### config.mk
export PLATFORM = sky130hd
export DESIGN_NAME = cpu_bus_arbiter
export DESIGN_NICKNAME = d
export VERILOG_FILES = /design/src/rtl/cpu_bus_arbiter.sv
export SDC_FILE = /design/constraint.sdc
export NUM_CORES = 1
export LEC_CHECK = 0
export ABC_AREA = 1
export BUFFER_PORTS_ARGS = -buffer_cell sky130_fd_sc_hd__buf_2
export CORE_AREA = 8 8 106 108
export CTS_CLUSTER_SIZE = 40
export DETAILED_ROUTE_END_ITERATION = 8
export DIE_AREA = 0 0 114 116
export PLACE_DENSITY_LB_ADDON = 0.3
export SYNTH_ARGS = -nofsm -noshare
export SYNTH_HDL_FRONTEND = slang
export SYNTH_SLANG_ARGS = --single-unit
### constraint.sdc
create_clock -name clock -period 1.97 [get_ports clock]
set_input_delay 0.0985 -clock clock [delete_from_list [all_inputs] [get_ports clock]]
set_output_delay 0.0985 -clock clock [all_outputs]
set_load 0.01 [all_outputs]
### src/rtl/cpu_bus_arbiter.sv
// Zero-cycle arbiter that muxes N SRAM-like master channels onto one downstream bus and routes responses back in issue order.
// Optional round-robin grant when CPU_BUS_ARBITER_ROUND_ROBIN_EN is defined; default build is fixed priority (lowest index wins).
//
// state      | meaning
// ARB_OPEN   | no pending presentation; grant chosen freshly each cycle
// ARB_LOCKED | a request was presented but not accepted; grant pinned to lock_idx

module cpu_bus_arbiter #(
    parameter int CHANNEL_COUNT   = 2,
    parameter int DATA_WIDTH      = 32,
    parameter int MAX_OUTSTANDING = 4
) (
    input  logic                                clock,
    input  logic                                reset,
    input  logic [CHANNEL_COUNT-1:0]            channel_request,
    input  logic [CHANNEL_COUNT-1:0]            channel_write,
    input  logic [2*CHANNEL_COUNT-1:0]          channel_size,
    input  logic [DATA_WIDTH*CHANNEL_COUNT-1:0] channel_address,
    input  logic [DATA_WIDTH*CHANNEL_COUNT-1:0] channel_write_data,
    input  logic [4*CHANNEL_COUNT-1:0]          channel_write_strobe,
    output logic [CHANNEL_COUNT-1:0]            channel_address_ready,
    output logic [CHANNEL_COUNT-1:0]            channel_data_ready,
    output logic [DATA_WIDTH-1:0]               channel_read_data,
    output logic                                bus_request,
    output logic                                bus_write,
    output logic [1:0]                          bus_size,
    output logic [DATA_WIDTH-1:0]               bus_address,
    output logic [DATA_WIDTH-1:0]               bus_write_data,
    output logic [3:0]                          bus_write_strobe,
    input  logic [DATA_WIDTH-1:0]               bus_read_data,
    input  logic                                bus_address_ready,
    input  logic                                bus_data_ready
);

    localparam int CH_W  = (CHANNEL_COUNT > 1) ? $clog2(CHANNEL_COUNT) : 1;
    localparam int PTR_W = $clog2(MAX_OUTSTANDING);
    localparam int CNT_W = PTR_W + 1;

    typedef enum logic {
        ARB_OPEN   = 1'b0,
        ARB_LOCKED = 1'b1
    } arb_state_t;

    arb_state_t       state_q;
    arb_state_t       state_d;
    logic [CH_W-1:0]  lock_idx_q;
    logic [CH_W-1:0]  lock_idx_d;

    logic             grant_valid;
    logic [CH_W-1:0]  grant_idx;
    logic             tracker_full;
    logic             bus_request_int;
    logic             push;
    logic             pop;

    logic [CH_W-1:0]  fifo_mem [MAX_OUTSTANDING];
    logic [PTR_W-1:0] wr_ptr;
    logic [PTR_W-1:0] rd_ptr;
    logic [CNT_W-1:0] count;

`ifdef CPU_BUS_ARBITER_ROUND_ROBIN_EN
    logic [CH_W-1:0]  rr_ptr;
`endif

    assign tracker_full = (count == CNT_W'(MAX_OUTSTANDING));

    // Grant selection: a locked channel always wins, otherwise search by policy.
    always_comb begin
        int cand;
        grant_valid = 1'b0;
        grant_idx   = '0;
        cand        = 0;
        if (state_q == ARB_LOCKED) begin
            grant_valid = 1'b1;
            grant_idx   = lock_idx_q;
        end else begin
            for (int k = 0; k < CHANNEL_COUNT; k++) begin
`ifdef CPU_BUS_ARBITER_ROUND_ROBIN_EN
                cand = (int'(rr_ptr) + k) % CHANNEL_COUNT;
`else
                cand = k;
`endif
                if (!grant_valid && channel_request[cand]) begin
                    grant_valid = 1'b1;
                    grant_idx   = CH_W'(cand);
                end
            end
        end
    end

    assign bus_request_int = grant_valid && channel_request[grant_idx] && !tracker_full && !reset;
    assign bus_request     = bus_request_int;
    assign push            = bus_request_int && bus_address_ready;
    assign pop             = bus_data_ready && (count != '0) && !reset;

    always_comb begin
        bus_write        = 1'b0;
        bus_size         = '0;
        bus_address      = '0;
        bus_write_data   = '0;
        bus_write_strobe = '0;
        for (int k = 0; k < CHANNEL_COUNT; k++) begin
            if (grant_valid && grant_idx == CH_W'(k)) begin
                bus_write        = channel_write[k];
                bus_size         = channel_size[2*k +: 2];
                bus_address      = channel_address[DATA_WIDTH*k +: DATA_WIDTH];
                bus_write_data   = channel_write_data[DATA_WIDTH*k +: DATA_WIDTH];
                bus_write_strobe = channel_write_strobe[4*k +: 4];
            end
        end
    end

    always_comb begin
        channel_address_ready = '0;
        channel_data_ready    = '0;
        for (int k = 0; k < CHANNEL_COUNT; k++) begin
            channel_address_ready[k] = bus_address_ready && grant_valid &&
                                       (grant_idx == CH_W'(k)) && !tracker_full && !reset;
            channel_data_ready[k]    = pop && (fifo_mem[rd_ptr] == CH_W'(k));
        end
    end

    assign channel_read_data = bus_read_data;

    always_comb begin
        state_d    = state_q;
        lock_idx_d = lock_idx_q;
        if (push) begin
            state_d = ARB_OPEN;
        end else if (bus_request_int) begin
            state_d    = ARB_LOCKED;
            lock_idx_d = grant_idx;
        end else if (state_q == ARB_LOCKED && !channel_request[lock_idx_q]) begin
            // Master withdrew its request; release rather than pin the bus forever.
            state_d = ARB_OPEN;
        end
    end

    always_ff @(posedge clock) begin
        if (reset) begin
            state_q    <= ARB_OPEN;
            lock_idx_q <= '0;
        end else begin
            state_q    <= state_d;
            lock_idx_q <= lock_idx_d;
        end
    end

    // In-order tracker of issued channel indices; a pop while full never frees a slot this cycle.
    always_ff @(posedge clock) begin
        if (reset) begin
            wr_ptr <= '0;
            rd_ptr <= '0;
            count  <= '0;
        end else begin
            if (push) begin
                fifo_mem[wr_ptr] <= grant_idx;
                wr_ptr           <= wr_ptr + 1'b1;
            end
            if (pop) begin
                rd_ptr <= rd_ptr + 1'b1;
            end
            case ({push, pop})
                2'b10:   count <= count + 1'b1;
                2'b01:   count <= count - 1'b1;
                default: count <= count;
            endcase
        end
    end

`ifdef CPU_BUS_ARBITER_ROUND_ROBIN_EN
    always_ff @(posedge clock) begin
        if (reset) begin
            rr_ptr <= '0;
        end else if (push) begin
            if (int'(grant_idx) == CHANNEL_COUNT - 1) begin
                rr_ptr <= '0;
            end else begin
                rr_ptr <= grant_idx + 1'b1;
            end
        end
    end
`endif

endmodule

After elaboration in Yosys (flattened, before gate mapping) --
Memories as Yosys holds them, arrays and structs flattened. A register that Yosys moved wholly into a read port is not among the register bits. Index checks and enable logic that the tools add are counted.
Operators by class: reduce and logical (&&, ||, !) cells 28, add/subtract/negate cells 4, multiplexer cells 28, equality and inequality tests 3, $lt $le $gt $ge 2, bitwise gates (word level) 3
Operators by type and width (count):
- $mux 32 | 4
- $logic_and 1x1->1 | 19
- $mux 1 | 17
- $mux 2 | 4
- $mux 4 | 2
- $pmux 3 s2 | 1
- $add 2x1->2 const B | 2
- $logic_not 1->1 | 4
- $lt 1x2->1 const B | 2
- $reduce_bool 2->1 | 2
- $add 3x1->3 const B | 1
- $eq 3x3->1 const B | 1
- $not 1->1 | 3
- $reduce_bool 3->1 | 1
- $sub 3x1->3 const B | 1
- $eq 2x1->1 const B | 1
- $eq 2x2->1 const B | 1
- $reduce_and 2->1 | 1
- $reduce_or 2->1 | 1
Word-level totals: bits of input ports 180, output and inout port bits 108, RAM bits 4, logic and storage cells 74, memories 1, register bits 9
Memories:
- fifo_mem | depth 4, width 1, rd ports 1, clocked after Yosys merged registers in 1, write ports 1, RTL line 56 | logic [CH_W-1:0] fifo_mem [MAX_OUTSTANDING];

Depth between registers and ports, before layout --
Gate-level depths: netlist of the first run.
word-level depth 15, mapped depth 12, depth with buffers taken out 11

Worst setup path after synthesis of the first run --
No wires, ideal clock.
path type reg2reg, from reg state_q, to reg count[2], buffers on the path 1, library setup time 0.122 ns, data arrival time 1.910 ns, required time 1.848 ns, stages on the path, launching flop included 13, path slack -0.062 ns, cell sequence dfxtp_1 nand2_2 o21ai_2 buf_6 nand2_4 nand2_2 nand2_2 ha_1 fa_1 a21oi_1 o21ai_0 o21ai_0 a21oi_1
Between the ends: cells in the longest elaborated chain, start to end 9, elaborated cells on any way between the ends 12, those cells by class 2 x eq/ne; 5 x mux; 5 x reduce/logical
RTL lines:
- start: declaration | RTL line 44 | arb_state_t state_q;
- start signal: assignment | RTL line 144 | state_q <= state_d;
- $mux 1 | RTL line 73 | if (state_q == ARB_LOCKED) begin
- $mux 1 (not written as such) (2 in series) | RTL line 91 | assign bus_request_int = grant_valid && channel_request[grant_idx] && !tracker_full && !reset;
- $logic_and 1x1->1 (*) (3 in series) | RTL line 91
- $logic_and 1x1->1 (*) | RTL line 93 | assign push = bus_request_int && bus_address_ready;
- $eq 2x1->1 or $eq 2x2->1 (tied branches) | RTL line 163 | case ({push, pop})
- $pmux 3 s2 or $reduce_bool 2->1 (tied branches)
- end signal: assignment | RTL line 164 | 2'b10: count <= count + 1'b1;
- end signal: assignment | RTL line 165 | 2'b01: count <= count - 1'b1;
- end signal: assignment | RTL line 166 | default: count <= count;
- end: declaration | RTL line 59 | logic [CNT_W-1:0] count;
Mark *: on every way between the ends. The rest lies on a longest branch, timed or not. The select of a mux whose other input is x is not followed. A chain may end at the register's enable or synchronous reset.

Worst setup path in the final report of the first run --
from reg state_q, to out bus_write_data[18]
Between the ends: cells in the longest elaborated chain, start to end 5, elaborated cells on any way between the ends 7, those cells by class 4 x mux; 1 x bitwise; 2 x reduce/logical
RTL lines:
- $mux 1 | RTL line 73
- $not 1->1 | RTL line 103 | if (grant_valid && grant_idx == CH_W'(k)) begin
- $logic_and 1x1->1 | RTL line 103
- $mux 32 | RTL line 103
- $mux 32 (*) | RTL line 103
- end: declaration | RTL line 28 | output logic [DATA_WIDTH-1:0] bus_write_data,
Mark *: on every way between the ends. The rest lies on a longest branch, timed or not.

==> results by group, run 1 <==
Run
  • Maxcap violations: 0

STA
  • Slew HR: roughly 79%
  • Setup TNS: 0 ps
  • Fin crit share: approximately 93%
  • Count of pins over their slew limit: 0
  • Worst-margin pin slew: approximately 310 ps
  • RSZ-0062 raised after global routing: false
  • Fin. Hold Viols: 0
  • Fmax: around 550 MHz
  • Max Clock Skew: between 2 and 3 ps
  • Final setup vio count: 0
  • Min Tclk post-route: 1830 ps

Floorplan
  • Rows: 36
  • IO Count: roughly 290
  • Die Span Y: roughly 120 µm
  • Die footprint: approximately 13000 µm²
  • Die width: roughly 110 µm
  • Starting Density: a little over a fifth
  • Core Area: around 9500 µm²

GRT
  • First-pass GRT wire length: ~14000 µm
  • Remaining Overflow, GRT: 0
  • Initial antenna violation count: 3
  • Vias in the first global route: approximately 2700
  • Largest net degree at the start of global routing: 45
  • GRT Overall Usage: between 10 and 15%

Clocking
  • Clock slew seen by the registers of the worst setup and hold paths: 60 ps
  • # clock sinks: 15
  • H-tree Lvls: 1
  • Root buffer cell: clkbuf_8
  • Worst-skew pair later-pin latency: around 240 ps
  • CTS tree: yes
  • Longest Clk Path Bufs: 2
  • Inserted Clock Buffers: 3

Power and ir drop
  • Power Density: around 430 nW/µm²
  • Peak supply drop: ~330 µV
  • Leak: between 1.5 and 2 nW

Synthesis
  • Main synth FF type: dfxtp_1
  • Share of async-settable or async-resettable flops after synthesis: 0%
  • Mean Syn Cell Area: between 5 and 6 µm²
  • Top cells by count, synth: 86 x inv_1, 86 x nand2_1, 62 x o21ai_0, 32 x buf_4, 14 x nor2_1
  • Synth warnings: 0
  • Syn Nets: 545
  • Area of the mapped netlist: 2073 µm²
  • Post-Synthesis Cells: ~360
  • #FFs+latches synth: 15
  • Fraction of post-synthesis cell area in the top cell type by area: between 10% and 20%
  • EDFF count, synth: 4
  • Count of cell types in the netlist: 28
  • Synth area leader: inv_1
  • Post-synthesis sequential area ratio: around 16%
  • Top post-synthesis cells by area: inv_1 16%, nand2_1 16%, o21ai_0 15%

Finish
  • Share of cells above drive strength 1: a little under half
  • Final Non-Filler Cells: roughly 690
  • Final nets: between 700 and 800
  • Area delta synth->final: 57.51%

Setup path
  • Worst path arrival time: approximately 1700 ps
  • CP endpoint kind: primary output
  • Worst EP required: ~1900 ps
  • Crit Path Max Fanout: 40
  • Critical Path Source Type: flip-flop
  • WS Path Type: reg -> out

Status
  • Status: finished clean

Detailed routing
  • Post-route ant nets: 0
  • Initial DRC count: 169
  • Wire per inst: 14.36 µm
  • Drt drc: 0
  • Via count: ~2800
  • Final wirelength: between 9000 and 10000 µm
  • Drt pass-1 iters: 4
  • Vias per inst: around 4.0

Place
  • Post-DP HPWL: ~8300 µm
  • Dpl cells: 680
  • GP Congestion: between 0.8 and 0.9
  • Port Buf Inserts: about 220

Min path
  • Worst min-delay path class: in -> reg
-- metrics by stage --
step           cell area, µm²  power [mW]  utilization [%]  hold slack, ps  setup WS, ps
3_5_place_dp             3115       1.130            32.63           197.1         35.31
2_1_floorplan            2085      0.8124                -           167.6         22.29
4_1_cts                  3179       1.393            33.29           155.6         23.44
5_1_grt                  3266       1.530            34.20           175.7        0.6295
6_report                 3266       1.411            34.20           162.0         140.4
3_3_place_gp             3115       1.121            32.63           197.1         70.00
-- layout make-up --
type | instances | area, µm²
inverter | 88 | 346.6
fill | 1081 | 6284
antenna | 1 | 2.502
clock buffer | 3 | 41.29
multi-input combinational | 209 | 1061
timing repair buffer | 239 | 1296
tap | 133 | 166.4
clock inverter | 1 | 5.005
sequential | 15 | 346.6
-- critical path, stage by stage, from the launching register on --
cell and delay [ps]:
dfxtp_4 360, o21ai_4 220, buf_12 170, nand2_4 100
inv_16 150, buf_12 160, nand2_1 50, o21ai_0 80
buf_2 180
-- where the power goes --
| group | switching, mW | leakage, nW | internal [mW] | total, mW |
|---|---|---|---|---|
| Combinational | 0.441 | 1.84 | 0.367 | 0.809 |
| Clock | 0.110 | 0.0255 | 0.140 | 0.250 |
| Sequential | 0.0159 | 0.128 | 0.336 | 0.352 |
-- worst paths after layout --
kind,cells past startpoint,endpoint,slack (ps),from
setup / recovery,8,bus_write_data[18],140,state_q
hold / removal,3,wr_ptr[0],160,reset
setup reg to reg,10,count[2],140,state_q
hold reg to reg,2,count[1],480,count[1]
-- logic make-up (layout without fill, tap and decap cells) --
family / after synthesis / after routing / share of synthesized area [%]
flops: 15 / 15 / 16.42
other cells: 0 / 1 / 0
xor+xnor: 2 / 2 / 0.8451
compound gates: 88 / 88 / 22.51
buf+inv: 135 / 331 / 33.74
fa+ha+maj: 6 / 6 / 3.983
simple gates: 113 / 113 / 22.51
-- metal layers --
layer,track usage (%),vias to the layer above,share of wire [%]
met5,0,-,0.27
met4,2.484,4,0.73
met3,5.315,16,10
met2,23.62,100,51
met1,13.62,1199,38
li1,-,1442,-
-- placed cells by master, fill, tap and decap left out, drive strengths merged --
| cell | synthesis | routed |
|---|---|---|
| diode | 0 | 1 |
| clkinv | 1 | 2 |
| or2 | 1 | 1 |
| nor2 | 15 | 15 |
| ha | 5 | 5 |
| clkbuf | 7 | 5 |
| fa | 1 | 1 |
| o21ai | 77 | 77 |
| dfxtp | 11 | 11 |
| and2 | 1 | 1 |
| buf | 40 | 237 |
| edfxtp | 4 | 4 |
| a21oi | 10 | 10 |
| inv | 87 | 87 |
| nand3 | 4 | 4 |
| a32oi | 1 | 1 |
| xor2 | 2 | 2 |
| nand4 | 1 | 1 |
| nand2 | 91 | 91 |
-- what timing repair did --
action                     CTS  global route
setup endpoints to repair   58            36
setup buffers                0             2
hold buffers                 0             0
pin swaps                    0             1
gates cloned                 0             2
resized for setup            4             9
Power figures use the tool's default switching activity.
==> inputs of run 2 (changes only) <==
--- a/config.mk
+++ b/config.mk
@@ -11,7 +11,8 @@
 export CTS_CLUSTER_SIZE = 40
 export DETAILED_ROUTE_END_ITERATION = 8
 export DIE_AREA = 0 0 114 116
-export PLACE_DENSITY_LB_ADDON = 0.3
+export PLACE_DENSITY = 0.6
+export RECOVER_POWER = 50
 export SYNTH_ARGS = -nofsm -noshare
 export SYNTH_HDL_FRONTEND = slang
 export SYNTH_SLANG_ARGS = --single-unit
==> run 2 against run 1 <==
Compared with the run above: the flow now finishes with violations (negative setup slack); setup slack got worse by 140 ps; clock skew down 1.7 ps; critical endpoint is now bus_address[19]; combinational power down 4.2%; highest routed layer is now met4; largest cell class unchanged; critical path type unchanged; routed wire length increased by 4.3%; sequential power about the same; cell count fell by 1.3%.
==> results by group, run 2 (synthesis gave the netlist of run 1 again) <==
Power and ir drop
  • Peak supply drop: 388.5 µV
  • Leak: ~1.9 nW
  • Design Power: 1.378 mW
  • Power Density: 437.4 nW/µm²

GRT
  • First-pass GRT wire length: between 10000 and 15000 µm
  • GRT Overall Usage: between 10% and 20%
  • Remaining Overflow, GRT: 0
  • Largest net degree at the start of global routing: 76
  • Vias in the first global route: around 2800
  • Initial antenna violation count: 0

Place
  • Post-DP HPWL: between 8000 and 9000 µm
  • Post-DP Area: around 3100 µm²
  • GP Congestion: between 0.9 and 1
  • Port Buf Inserts: roughly 220

Detailed routing
  • Drt drc: 0
  • Drt pass-1 iters: 4
  • Wire per inst: ~15 µm
  • Final wirelength: ~10000 µm
  • Initial DRC count: between 150 and 200
  • Vias per inst: about 4.2
  • Via count: about 2800
  • Post-route ant nets: 0

STA
  • Slew HR: 75.12%
  • Worst-margin pin slew: about 370 ps
  • Fmax: between 500 and 600 MHz
  • Count of pins over their slew limit: 0
  • Setup TNS: -1.400 ps
  • Fin crit share: 100.1%
  • Final worst slack: -1.400 ps
  • RSZ-0062 raised after global routing: true
  • Min Tclk post-route: a little under 2000 ps
  • Max Clock Skew: approximately 1.3 ps
  • Fin. Hold Viols: 0
  • Final setup vio count: 1

Setup path
  • Crit Path Max Fanout: 75
  • Critical Path Source Type: flip-flop
  • Worst path arrival time: between 1500 and 2000 ps
  • WS Path Type: reg -> out
  • Worst EP required: approximately 1900 ps
  • CP endpoint kind: primary output

Finish
  • Core Util, Final: approximately a third
  • Area delta synth->final: 52.02%
  • Share of cells above drive strength 1: between 40% and 50%
  • Inserted Diodes: 0
  • Most frequent cells in the layout: 222 x buf_2, 86 x inv_1, 86 x nand2_1
  • Commonest non-fill, non-tap cell in the layout: buf_2
  • Final nets: between 700 and 800
  • Post-route cell area: approximately 3200 µm²

Clocking
  • Longest Clk Path Bufs: 2
  • Clock slew seen by the registers of the worst setup and hold paths: ~60 ps
  • Hold_buf cts: 0
  • Worst-skew pair later-pin latency: 240 ps
  • H-tree Lvls: 1
  • CTS tree: yes
  • Root buffer cell: clkbuf_8
  • # clock sinks: 15
  • Inserted Clock Buffers: 3

Status
  • Failing checks: negative setup slack
  • Status: finished, violations left

Run
  • Maxcap violations: 0

Floorplan
  • Die footprint: approximately 13000 µm²
  • Rows: 36
  • Starting Density: between 20% and 30%
  • Core Area: roughly 9500 µm²
  • Die Span Y: between 100 and 150 µm
  • Die width: roughly 110 µm
  • IO Count: 288

Min path
  • Worst min-delay path class: in -> reg
[run 2: repair_timing]
| item | CTS | global route |
|---|---|---|
| setup endpoints to repair | 71 | 54 |
| setup buffers | 0 | 0 |
| resized for setup | 5 | 6 |
| endpoints found under the hold margin | 0 | 0 |
[run 2: final cells by class]
cell class	count	area, µm²
clock buffers	3	41.29
clock inverters	1	5.005
fillers	1104	6397
inverters	88	356.6
multi-input cells	209	1059
flip-flops and latches	15	345.3
well taps	133	166.4
repair buffers	231	1179
[run 2: final timing paths]
path | from | end | slack [ps] | cells past startpoint
worst max-delay path | state_q | bus_address[19] | -1 | 8
worst min-delay path | reset | wr_ptr[1] | 150 | 3
worst max register to register | state_q | count[2] | 100 | 11
worst min register to register | count[1] | count[1] | 490 | 2
[run 2: critical path: stages, from the launching register on]
cell,delay (ps)
dfxtp_2,380
nand2_2,90
o21ai_4,90
buf_8,260
nand2_4,140
clkinv_16,140
nand2_1,80
o21ai_0,160
buf_2,210
[run 2: per-stage QoR]
step | hold slack (ps) | setup WS (ps) | cells
2_1_floorplan | 167.6 | 22.29 | 359
3_3_place_gp | 197.1 | 28.22 | 676
3_5_place_dp | 197.1 | 31.40 | 676
4_1_cts | 144.1 | 15.63 | 680
5_1_grt | 171.2 | -57.64 | 680
6_report | 149.8 | -1.400 | 680
[run 2: power by group]
group / internal [mW] / switching [mW] / total, mW
Combinational: 0.329 / 0.447 / 0.775
Sequential: 0.337 / 0.0160 / 0.353
Clock: 0.140 / 0.111 / 0.251
[run 2: per-layer routing]
metal | up-vias | global-route usage [%] | routed length (µm)
met3 | 32 | 4.013 | 1026
met4 | 0 | 7.897 | 501
met1 | 1242 | 13.16 | 3308
met2 | 129 | 27.13 | 5488
li1 | 1428 | - | -
met5 | - | 0 | 0
